==> config.mk <==
export PLATFORM = sky130hd
export DESIGN_NAME = mme
export DESIGN_NICKNAME = d
export VERILOG_FILES = /design/src/rtl/mme_pkg.sv /design/src/rtl/mmm.sv /design/src/rtl/mme.sv
export SDC_FILE = /design/constraint.sdc
export NUM_CORES = 1
export LEC_CHECK = 0
export CAP_MARGIN = 20
export CORE_MARGIN = 2
export CORE_UTILIZATION = 35
export CTS_CLUSTER_DIAMETER = 150
export CTS_CLUSTER_SIZE = 28
export DETAILED_ROUTE_END_ITERATION = 10
export PLACE_DENSITY = 0.52
export SYNTH_ARGS = -nofsm -noshare
export SYNTH_HDL_FRONTEND = slang
export SYNTH_SLANG_ARGS = --single-unit
==> constraint.sdc <==
create_clock -name clk -period 14.39 [get_ports clk]
set_clock_uncertainty 0.05 [all_clocks]
set_input_delay 2.878 -clock clk [delete_from_list [all_inputs] [get_ports clk]]
set_output_delay 2.878 -clock clk [all_outputs]
set_load 0.005 [all_outputs]
==> src/rtl/mme_pkg.sv <==
// Shared types for the Montgomery exponentiator: FSM states, handshake phases,
// mmm operand-select codes and the default width and bit-counter width.
package mme_pkg;

    localparam int unsigned MME_N  = 32;
    localparam int unsigned MME_IW = $clog2(MME_N);

    typedef enum logic [2:0] {
        ST_IDLE,
        ST_TOX,
        ST_TOONE,
        ST_SCAN,
        ST_SQ,
        ST_MUL,
        ST_FROM,
        ST_DONE
    } state_e;

    typedef enum logic {
        PH_ISSUE,
        PH_WAIT
    } phase_e;

    typedef enum logic [2:0] {
        SEL_X,
        SEL_R2,
        SEL_ONE,
        SEL_ACC,
        SEL_XM
    } opsel_e;

endpackage

==> src/rtl/mmm.sv <==
// Bit-serial radix-2 Montgomery multiplier: y = a*b*R^-1 mod n, R = 2^N.
// Requires a, b < n and n odd; latency N+1 cycles after the accepted start.
module mmm #(
    parameter int unsigned N = 32
) (
    input  logic         clk,
    input  logic         rn,
    input  logic         start,
    input  logic [N-1:0] a,
    input  logic [N-1:0] b,
    input  logic [N-1:0] n,
    output logic         ready,
    output logic [N-1:0] y
);

    localparam int unsigned CW = $clog2(N + 1);

    logic [N-1:0]  a_r, b_r, n_r;
    logic [N:0]    s, s_next;
    logic [N+1:0]  t;
    logic [CW-1:0] cnt;

    // Partial sum stays below 2n, so one extra bit plus a carry bit suffices.
    always_comb begin
        t = {1'b0, s} + (a_r[0] ? {2'b00, b_r} : '0);
        if (t[0]) t = t + {2'b00, n_r};
        s_next = t[N+1:1];
    end

    always_ff @(posedge clk or negedge rn) begin
        if (!rn) begin
            ready <= 1'b1;
            y     <= '0;
            a_r   <= '0;
            b_r   <= '0;
            n_r   <= '0;
            s     <= '0;
            cnt   <= '0;
        end else if (ready) begin
            if (start) begin
                a_r   <= a;
                b_r   <= b;
                n_r   <= n;
                s     <= '0;
                cnt   <= '0;
                ready <= 1'b0;
            end
        end else if (cnt == CW'(N)) begin
            y     <= (s >= {1'b0, n_r}) ? N'(s - {1'b0, n_r}) : s[N-1:0];
            ready <= 1'b1;
        end else begin
            s   <= s_next;
            a_r <= a_r >> 1;
            cnt <= cnt + 1'b1;
        end
    end

endmodule

==> src/rtl/mme.sv <==
// Montgomery modular exponentiation y = x^e mod n, left-to-right square-and-multiply
// over one mmm. Define MME_SKIP_LZ_EN to skip leading zero exponent bits before squaring.
module mme
    import mme_pkg::*;
#(
    parameter int unsigned N = MME_N
) (
    input  logic         clk,
    input  logic         rn,
    input  logic         start,
    input  logic [N-1:0] x,
    input  logic [N-1:0] e,
    input  logic [N-1:0] n,
    input  logic [N-1:0] r2,
    output logic         ready,
    output logic [N-1:0] y
);

    localparam int unsigned IW = $clog2(N);

    state_e        state;
    phase_e        phase;
    logic [N-1:0]  x_r, e_r, n_r, r2_r, xm, acc, res;
    logic [IW-1:0] i;
    opsel_e        sel_a, sel_b;
    logic [N-1:0]  mmm_a, mmm_b, mmm_y;
    logic          mmm_start, mmm_ready;

    always_comb begin
        sel_a = SEL_ACC;
        sel_b = SEL_ACC;
        case (state)
            ST_TOX:   begin sel_a = SEL_X;   sel_b = SEL_R2;  end
            ST_TOONE: begin sel_a = SEL_ONE; sel_b = SEL_R2;  end
            ST_MUL:   begin sel_a = SEL_ACC; sel_b = SEL_XM;  end
            ST_FROM:  begin sel_a = SEL_ACC; sel_b = SEL_ONE; end
            default:  ;
        endcase
    end

    always_comb begin
        mmm_a = '0;
        case (sel_a)
            SEL_X:   mmm_a = x_r;
            SEL_R2:  mmm_a = r2_r;
            SEL_ONE: mmm_a = N'(1);
            SEL_ACC: mmm_a = acc;
            SEL_XM:  mmm_a = xm;
            default: ;
        endcase
        mmm_b = '0;
        case (sel_b)
            SEL_X:   mmm_b = x_r;
            SEL_R2:  mmm_b = r2_r;
            SEL_ONE: mmm_b = N'(1);
            SEL_ACC: mmm_b = acc;
            SEL_XM:  mmm_b = xm;
            default: ;
        endcase
    end

    // Start is a decode of the registered ISSUE phase, so it lasts exactly one cycle.
    assign mmm_start = (phase == PH_ISSUE) &&
                       (state inside {ST_TOX, ST_TOONE, ST_SQ, ST_MUL, ST_FROM});

    mmm #(.N(N)) u_mmm (
        .clk   (clk),
        .rn    (rn),
        .start (mmm_start),
        .a     (mmm_a),
        .b     (mmm_b),
        .n     (n_r),
        .ready (mmm_ready),
        .y     (mmm_y)
    );

    always_ff @(posedge clk or negedge rn) begin
        if (!rn) begin
            state <= ST_IDLE;
            phase <= PH_ISSUE;
            ready <= 1'b1;
            y     <= '0;
            x_r   <= '0;
            e_r   <= '0;
            n_r   <= '0;
            r2_r  <= '0;
            xm    <= '0;
            acc   <= '0;
            res   <= '0;
            i     <= '0;
        end else begin
            case (state)
                ST_IDLE: begin
                    if (start) begin
                        x_r   <= x;
                        e_r   <= e;
                        n_r   <= n;
                        r2_r  <= r2;
                        ready <= 1'b0;
                        phase <= PH_ISSUE;
                        state <= ST_TOX;
                    end
                end
                ST_SCAN: begin
                    if (e_r[i])      state <= ST_SQ;
                    else if (i == 0) state <= ST_FROM;
                    else             i <= i - 1'b1;
                end
                ST_DONE: begin
                    y     <= res;
                    ready <= 1'b1;
                    state <= ST_IDLE;
                end
                ST_TOX, ST_TOONE, ST_SQ, ST_MUL, ST_FROM: begin
                    if (phase == PH_ISSUE) begin
                        phase <= PH_WAIT;
                    end else if (mmm_ready) begin
                        phase <= PH_ISSUE;
                        case (state)
                            ST_TOX: begin
                                xm    <= mmm_y;
                                state <= ST_TOONE;
                            end
                            ST_TOONE: begin
                                acc <= mmm_y;
                                i   <= IW'(N - 1);
`ifdef MME_SKIP_LZ_EN
                                state <= ST_SCAN;
`else
                                state <= ST_SQ;
`endif
                            end
                            ST_SQ: begin
                                acc <= mmm_y;
                                if (e_r[i])      state <= ST_MUL;
                                else if (i == 0) state <= ST_FROM;
                                else begin
                                    i     <= i - 1'b1;
                                    state <= ST_SQ;
                                end
                            end
                            ST_MUL: begin
                                acc <= mmm_y;
                                if (i == 0) state <= ST_FROM;
                                else begin
                                    i     <= i - 1'b1;
                                    state <= ST_SQ;
                                end
                            end
                            ST_FROM: begin
                                res   <= mmm_y;
                                state <= ST_DONE;
                            end
                            default: state <= ST_IDLE;
                        endcase
                    end
                end
                default: state <= ST_IDLE;
            endcase
        end
    end

endmodule

==> results of run 1 <==
## metrics by stage
stage	total power, uW	std cells	hold slack (ns)	util (%)
6_report	2060	3374	0.424	39.8
5_1_grt	2150	3374	0.456	39.8
4_1_cts	2090	3371	0.436	39.7
3_5_place_dp	1420	3337	0.415	38.9
3_3_place_gp	1420	3337	0.407	38.9
2_1_floorplan	1330	2401	0.385	-
## worst max-delay path by stage
stage,from,to,slack (ns),cells after the start
finish,u_mmm.a_r[0],u_mmm.s[28],8.36,23
global route,u_mmm.a_r[0],u_mmm.s[31],7.96,22
detailed placement,u_mmm.a_r[0],u_mmm.s[28],8.41,23
CTS,u_mmm.a_r[0],u_mmm.s[28],8.34,23
global placement,u_mmm.a_r[0],u_mmm.s[28],8.51,23
floorplan,u_mmm.a_r[0],u_mmm.s[32],9.46,23
## layer usage
layer	up-vias	GRT usage, %	share of wire [%]
li1	8701	-	-
met1	8932	28.0	50
met2	297	30.5	46
met3	50	1.60	2.9
met4	0	2.92	1.5
met5	-	0	0
## placed cells by master (no fill, tap or decap), types with 11 or more instances in the layout
| master | n |
|---|---|
| sky130_fd_sc_hd__nor2_1 | 102 |
| sky130_fd_sc_hd__a31oi_1 | 16 |
| sky130_fd_sc_hd__o31ai_1 | 11 |
| sky130_fd_sc_hd__nor2b_1 | 39 |
| sky130_fd_sc_hd__a21oi_1 | 154 |
| sky130_fd_sc_hd__inv_1 | 65 |
| sky130_fd_sc_hd__o21ai_0 | 266 |
| sky130_fd_sc_hd__mux2_2 | 258 |
| sky130_fd_sc_hd__nand2b_1 | 16 |
| sky130_fd_sc_hd__o21bai_1 | 13 |
| sky130_fd_sc_hd__a22oi_1 | 35 |
| sky130_fd_sc_hd__and2_1 | 38 |
| sky130_fd_sc_hd__ha_1 | 98 |
| sky130_fd_sc_hd__buf_4 | 26 |
| sky130_fd_sc_hd__nor3_1 | 18 |
| sky130_fd_sc_hd__clkdlybuf4s50_1 | 162 |
| sky130_fd_sc_hd__clkbuf_16 | 19 |
| sky130_fd_sc_hd__nand3_1 | 36 |
| sky130_fd_sc_hd__dfrtp_1 | 429 |
| sky130_fd_sc_hd__mux2i_1 | 76 |
| sky130_fd_sc_hd__xnor2_1 | 50 |
| sky130_fd_sc_hd__nand2_1 | 290 |
| sky130_fd_sc_hd__nand4_1 | 13 |
| sky130_fd_sc_hd__a21o_1 | 40 |
| sky130_fd_sc_hd__xor2_1 | 38 |
| sky130_fd_sc_hd__clkbuf_1 | 13 |
## report_power, final
group | total (uW) | leakage (uW) | switching (uW) | internal [uW]
clock network | 664 | 0.000261 | 407 | 257
registers | 1260 | 0.00583 | 14.6 | 1240
logic | 139 | 0.00615 | 68.8 | 70.1
## registers in the layout, summed over array words and instances (netlist names), 5 cells and up
signal and count:
acc 32, e_r 32, i 5, n_r 32, r2_r 32, res 32, u_mmm.a_r 32, u_mmm.b_r 32
u_mmm.cnt 6, u_mmm.n_r 32, u_mmm.s 33, u_mmm.y 32, x_r 32, xm 32, y 32
## cell families after synthesis
group | Yosys count | synth area share [%]
AOI/OAI and AO/OA | 632 | 15.7
xor gates and xnor gates | 88 | 3.19
adders and majority gates | 102 | 5.37
buffers and inverters | 201 | 3.26
DFF | 434 | 45.0
muxes | 345 | 16.2
and+or+nand+nor | 599 | 11.3
## worst max-delay path, stage by stage (launching register included)
cell and delay [ns]:
sky130_fd_sc_hd__dfrtp_1 0.34, sky130_fd_sc_hd__buf_4 0.30, sky130_fd_sc_hd__and2_1 0.19, sky130_fd_sc_hd__ha_2 0.18, sky130_fd_sc_hd__inv_1 0.05, sky130_fd_sc_hd__fa_1 0.38
sky130_fd_sc_hd__nand2b_1 0.18, sky130_fd_sc_hd__a21oi_1 0.37, sky130_fd_sc_hd__nor2_1 0.10, sky130_fd_sc_hd__o31ai_1 0.37, sky130_fd_sc_hd__a21o_1 0.18, sky130_fd_sc_hd__a21oi_1 0.07
sky130_fd_sc_hd__xnor2_1 0.24, sky130_fd_sc_hd__ha_1 0.35, sky130_fd_sc_hd__a21o_1 0.22, sky130_fd_sc_hd__a21o_1 0.18, sky130_fd_sc_hd__a221oi_1 0.52, sky130_fd_sc_hd__nand2_1 0.17
sky130_fd_sc_hd__a31oi_1 0.42, sky130_fd_sc_hd__o221ai_1 0.26, sky130_fd_sc_hd__a21oi_1 0.21, sky130_fd_sc_hd__a21oi_1 0.07, sky130_fd_sc_hd__xor2_1 0.14, sky130_fd_sc_hd__a311o_1 0.35
## final cells by class
cell class | count | area, sq um
well taps | 882 | 1100
clock inverters | 2 | 25.0
repair buffers | 192 | 1910
inverters | 66 | 248
clock buffers | 32 | 524
multi-input cells | 1766 | 12600
flip-flops and latches | 434 | 10900
fillers | 6667 | 41200
==> impl_summary.log, run 1 <==
INFO  metric antenna_found_initial = 0
INFO  metric final_max_slew_viol_count = 0
INFO  metric crit_arrival = roughly 6.4 ns
INFO  metric cts.sink_count = ~430
INFO  metric firstDrtPassIters = 6
INFO  metric synth_top_cells_by_area = sky130_fd_sc_hd__dfrtp_1, sky130_fd_sc_hd__mux2_2, sky130_fd_sc_hd__o21ai_0
INFO  metric synth_top_cells_by_count = sky130_fd_sc_hd__dfrtp_1, sky130_fd_sc_hd__nand2_1, sky130_fd_sc_hd__o21ai_0, sky130_fd_sc_hd__mux2_2, sky130_fd_sc_hd__a21oi_1
INFO  metric achievable-frequency = about 170 MHz
INFO  metric die_area = just over 70,000 sq um
INFO  metric layout-drive-gt1-share = roughly 14%
INFO  metric worstHoldStart = n_r[17]
INFO  metric outcome = finished clean
INFO  metric post-dp-hpwl = 49,300 um
INFO  metric synth.most_common_cell = sky130_fd_sc_hd__dfrtp_1
INFO  metric core = 68,500 sq um
INFO  metric setup_total_negative_slack = 0 ns
INFO  metric ctsHoldBuffers = 0
INFO  metric nets = 2,712
INFO  metric drt-vias-per-instance = approximately 5.3
INFO  metric synthesized_instance_count = about 2,400
INFO  metric cts-htree-levels = 1
INFO  metric holdCritPathClass = register to register
INFO  metric worst_skew_pair.late_latency = about 0.59 ns
INFO  metric ys_ff_latch = ~430
INFO  metric ys.flop_type = sky130_fd_sc_hd__dfrtp_1
INFO  metric detailedPlace.worstSlack = 8.41 ns
INFO  metric power.ir.vdd_worst = roughly 65 uV
INFO  metric worstMarginPinSlew = 1.05 ns
INFO  metric critical_path_peak_fanout = 33
INFO  metric timing_hold_violations_final = 0
INFO  metric globalRouteOverflowTotal = 0
INFO  metric die_height = 267 um
INFO  metric synth_edf_count = 0
INFO  metric top_level_ports = around 160
INFO  metric setup_viol_count_final = 0
INFO  metric hold_path_depth = 2
INFO  metric chipWidth = around 270 um
INFO  metric proportion_of_synthesized_flip_flops_having_asynchronous_set_or_reset = between 90% and 100%
INFO  metric rsz0062_at_grt = no
INFO  metric cap_viol_max_count = 0
INFO  metric synth_sequential_area_ratio = 45.0%
INFO  metric min_to = u_mmm.n_r[17]
INFO  metric clock_path_buffers = 3
INFO  metric area_of_the_mapped_netlist = about 24,000 sq um
INFO  metric grt_first_pass_wirelength = 105,000 um
INFO  metric setup_crit_end_kind = register
INFO  metric top_cell_type_s_share_of_synthesized_area = 44.7%
INFO  metric netlist.top_cell.by_area = sky130_fd_sc_hd__dfrtp_1
INFO  metric crit_type = register to register
INFO  metric worstPathRequired = around 15 ns
INFO  metric finalWeightedCongestion = approximately 0.87
INFO  metric final_clock_period_utilization_by_the_worst_path = around two fifths
INFO  metric row_count = 96
INFO  metric worst_r2r_setup_slack = approximately 8.4 ns
INFO  metric placement.cell_area = 26,600 sq um
INFO  metric initialDrtViolationCount = approximately 1,300
INFO  metric clkSlewWorstSetupHoldPaths = roughly 0.12 ns
INFO  metric diodes = 0
INFO  metric reg2reg_depth = 23
INFO  metric post_cts_resize_count = 0
INFO  metric synth_cell_type_count = 80
INFO  metric areaGrowthSynthToFinish = 12.7%
INFO  metric gr-usage-all-layers = a little under a fifth
INFO  metric num_vias = between 15,000 and 20,000
INFO  metric drt_wl_total = ~67,000 um
INFO  metric min_period = 6.03 ns
INFO  metric initial_core_util = 35.3%
INFO  metric post-cts-setup-buffers = 0
INFO  metric tritoncts = done
INFO  metric drcViolationCount = 0
INFO  metric endpoint_of_the_lowest_slack_register_to_register_path = u_mmm.s[28]
INFO  metric buffer_cell_driving_the_clock_tree_root = sky130_fd_sc_hd__clkbuf_16
INFO  metric cp-start-kind = register
INFO  metric port_buffers = 163
INFO  metric numCtsBuffers = 19
INFO  metric yosys_warnings = 0
INFO  metric antenna_left = 0
INFO  metric worst_slew_margin_rel = ~30%
INFO  metric cellLeakagePower = 0.0122 uW
INFO  metric syn_area_per_cell = 10.1 sq um
INFO  metric routedWlPerCell = 20.0 um
INFO  metric finalWorstSetupSlack = roughly 8.4 ns
INFO  metric pin_count_of_the_biggest_net_entering_global_routing = approximately 110
INFO  metric first_global_vias = 17,900
INFO  metric synth.net_count = approximately 2,600
INFO  metric p_per_area = approximately 76 nW/um^2
INFO  metric layout.cell_area.non_filler = roughly 27,000 sq um
INFO  metric reg_to_reg_start = u_mmm.a_r[0]
Power figures use the tool's default switching activity.
==> inputs of run 2 (changes only) <==
PLACE_DENSITY = 0.54   (was 0.52)
clock period = 4.9 ns   (was 14.39 ns; I/O delays follow)
==> impl_summary.log, run 2 (synthesis gave the netlist of run 1 again) <==
INFO  metric outcome = finished, violations left
INFO  metric violations_in_the_final_reports = negative setup slack
INFO  metric num_vias = 18,700 (+4.3%)
INFO  metric final_max_slew_viol_count = 0 (unchanged)
INFO  metric worstMarginPinSlew = 1.14 ns (+0.0948 ns)
INFO  metric setup_crit_end_kind = register
INFO  metric clkSlewWorstSetupHoldPaths = 0.12 ns (about the same)
INFO  metric path_buf_inv = 3 (+1)
INFO  metric grt_first_pass_wirelength = 109,000 um (+3.5%)
INFO  metric mostFrequentLayoutCell = sky130_fd_sc_hd__dfrtp_1
INFO  metric cap_viol_max_count = 0 (unchanged)
INFO  metric cts-htree-levels = 1 (unchanged)
INFO  metric pwr-share-comb = 6.9% (+0.2 points)
INFO  metric chipWidth = 267 um (unchanged)
INFO  metric largest_register_ffs = 33 (unchanged)
INFO  metric post-dp-hpwl = 51,800 um (+5.1%)
INFO  metric p_sw_share = 23.8% (about the same)
INFO  metric finalWorstSetupSlack = -0.0152 ns (-8.37 ns)
INFO  metric power.share.sequential = 59.6% (-1.4 points)
INFO  metric cts.sink_count = 434 (unchanged)
INFO  metric cp-start-kind = register
INFO  metric crit_type = register to register
INFO  metric p_sw = 1470 uW (+200%)
INFO  metric critical_path_peak_fanout = 15 (-55%)
INFO  metric setup_total_negative_slack = -0.0203 ns (-0.0203 ns)
INFO  metric row_count = 96 (unchanged)
INFO  metric totalPowerFinal = 6190 uW (+200%)
INFO  metric reg_to_reg_start = u_mmm.a_r[0]
INFO  metric areaGrowthSynthToFinish = 20.7%
INFO  metric finish.utilization = 42.6% (+2.8 points)
INFO  metric gr-usage-all-layers = 19.6% (+0.71 points)
INFO  metric initial_core_util = 35.3% (unchanged)
INFO  metric worst_skew_pair.late_latency = 0.60 ns (about the same)
INFO  metric crit_arrival = 5.36 ns (-1.08 ns)
INFO  metric final_clock_period_utilization_by_the_worst_path = 100% (+58 points)
INFO  metric worst_slew_margin_rel = 24.0% (-6.3 points)
INFO  metric timing_hold_violations_final = 0 (unchanged)
INFO  metric max_flop_register = u_mmm.s
INFO  metric setup_viol_count_final = 2 (+2)
INFO  metric ctsHoldBuffers = 0 (unchanged)
INFO  metric layout-drive-gt1-share = 22.2% (+8.2 points)
INFO  metric die_height = 267 um (unchanged)
INFO  metric tritoncts = done
INFO  metric numCtsBuffers = 19 (unchanged)
INFO  metric layout.cells.most_common_list = sky130_fd_sc_hd__dfrtp_1, sky130_fd_sc_hd__nand2_1, sky130_fd_sc_hd__mux2_2, sky130_fd_sc_hd__o21ai_0, sky130_fd_sc_hd__buf_4
INFO  metric cellLeakagePower = 0.0133 uW (+8.3%)
INFO  metric drt_wl_total = 70,500 um (+4.5%)
INFO  metric critical_path.cell_chain = buf_12 > and2_1 > ha_4 > nand3_1 > o211ai_1 > o22ai_2 > o21ai_2 > a21o_1 > nand3_2 > a31oi_4 > a21o_1 > a21oi_2 > xnor2_2 > ha_4 > a22o_1 > or4_4 > a2111oi_4 > buf_4 > o31ai_2 > buf_4 > a21oi_1 > nor3b_1 > a221o_1
INFO  metric worst_path_max_delay_cell = sky130_fd_sc_hd__or4_4
INFO  metric worstPathRequired = 5.35 ns (-9.45 ns)
INFO  metric top_level_ports = 164 (unchanged)
INFO  metric detailedPlace.worstSlack = -0.492 ns (-8.90 ns)
INFO  metric pin_count_of_the_biggest_net_entering_global_routing = 104 (-2.8%)
INFO  metric pwr-share-clk = 33.5% (+1.3 points)
INFO  metric path_delay_family = compound AO/OA/AOI/OAI gates
INFO  metric p_per_area = 212 nW/um^2 (+180%)
INFO  metric buffer_cell_driving_the_clock_tree_root = sky130_fd_sc_hd__clkbuf_16
INFO  metric slowest_delay = 0.44 ns (-0.08 ns)
INFO  metric diodes = 0 (unchanged)
INFO  metric antenna_found_initial = 1 (+1)
INFO  metric nets = 2,874 (+6.0%)
INFO  metric finalWeightedCongestion = 0.864 (-0.87%)
INFO  metric rsz0062_at_grt = yes
INFO  metric holdCritPathClass = input pin to async pin
INFO  metric cellInternalPower = 4720 uW (+200%)
INFO  metric first_global_vias = 18,600 (+4.2%)
INFO  metric routedWlPerCell = 19.9 um (-0.25%)
INFO  metric initialDrtViolationCount = 1,272 (+1.3%)
INFO  metric firstDrtPassIters = 5 (-1)
INFO  metric die_area = 71,200 sq um (unchanged)
INFO  metric port_buffers = 163 (unchanged)
INFO  metric drcViolationCount = 0 (unchanged)
INFO  metric achievable-frequency = 203 MHz (+23%)
INFO  metric globalRouteOverflowTotal = 0 (unchanged)
INFO  metric crit_start = u_mmm.a_r[0]
INFO  metric core = 68,500 sq um (unchanged)
INFO  metric drt-vias-per-instance = 5.30 (-0.52%)
INFO  metric antenna_left = 0 (unchanged)
INFO  metric clock_path_buffers = 3 (unchanged)
INFO  metric power.ir.vdd_worst = 189 uV (+190%)
INFO  metric min_period = 4.92 ns (-1.12 ns)
-- run 2: changes by cell type in the layout (fill, tap and decap cells not counted), sizes merged --
| cell | before | now |
|---|---|---|
| bufinv | 0 | 2 |
| clkinvlp | 0 | 1 |
| clkinv | 1 | 0 |
| buf | 30 | 192 |
| clkbuf | 32 | 30 |
-- run 2: layout make-up --
type	instances	area, sq um
fillers	6591	39300
multi-input cells	1766	13200
flip-flops and latches	434	10900
repair buffers	354	3190
well taps	882	1100
clock buffers	30	517
inverters	66	248
clock inverters	4	76.3
-- run 2: power groups by stage --
stage	clock (uW)	combinational, uW	sequential (uW)
global route	2260	472	3700
detailed placement	0	426	3760
floorplan	0	176	3740
finish	2070	427	3690
CTS	2160	430	3690
global placement	0	419	3760
-- run 2: path summary, 6_finish.rpt --
kind	slack, ns	endpoint	depth (start not counted)
worst max register to register	-0.02	u_mmm.s[29]	23
worst min register to register	0.44	u_mmm.a_r[3]	2
max in group asynchronous	3.38	u_mmm.s[8]	2
worst max-delay path	-0.02	u_mmm.s[29]	23
min in group clk	0.44	u_mmm.a_r[3]	2
worst min-delay path	0.32	e_r[4]	1
-- run 2: worst reg2reg max path, stage by stage (launching register included) --
cell and delay, ns:
sky130_fd_sc_hd__dfrtp_1 0.43, sky130_fd_sc_hd__buf_12 0.16, sky130_fd_sc_hd__and2_1 0.18, sky130_fd_sc_hd__ha_4 0.30, sky130_fd_sc_hd__nand3_1 0.06, sky130_fd_sc_hd__o211ai_1 0.31
sky130_fd_sc_hd__o22ai_2 0.17, sky130_fd_sc_hd__o21ai_2 0.18, sky130_fd_sc_hd__a21o_1 0.18, sky130_fd_sc_hd__nand3_2 0.10, sky130_fd_sc_hd__a31oi_4 0.19, sky130_fd_sc_hd__a21o_1 0.18
sky130_fd_sc_hd__a21oi_2 0.08, sky130_fd_sc_hd__xnor2_2 0.29, sky130_fd_sc_hd__ha_4 0.27, sky130_fd_sc_hd__a22o_1 0.18, sky130_fd_sc_hd__or4_4 0.44, sky130_fd_sc_hd__a2111oi_4 0.25
sky130_fd_sc_hd__buf_4 0.18, sky130_fd_sc_hd__o31ai_2 0.07, sky130_fd_sc_hd__buf_4 0.15, sky130_fd_sc_hd__a21oi_1 0.11, sky130_fd_sc_hd__nor3b_1 0.06, sky130_fd_sc_hd__a221o_1 0.27
-- run 2: repair_timing --
item,CTS,global route
buffers inserted,2,9
gates cloned,0,0
gates resized for setup,37,75
endpoints found under the setup margin,13,16
pin swaps,18,44
-- run 2: layer usage --
metal / part of all wire, % / vias up / GRT usage, % / wire length [um]
li1: - / 9022 / - / -
met1: 49 / 9294 / 29.1 / 34700
met2: 44 / 355 / 30.4 / 31100
met3: 3.7 / 73 / 2.17 / 2640
met4: 2.8 / 2 / 4.98 / 1960
met5: 0.017 / - / 0 / 12
-- run 2: stage by stage --
step	std cells	cell area (sq um)	hold WS (ns)
CTS	3525	28700	0.348
global placement	3489	27900	0.407
global route	3536	29200	0.367
finish	3536	29200	0.317
detailed placement	3489	27900	0.417
floorplan	2401	24200	0.385
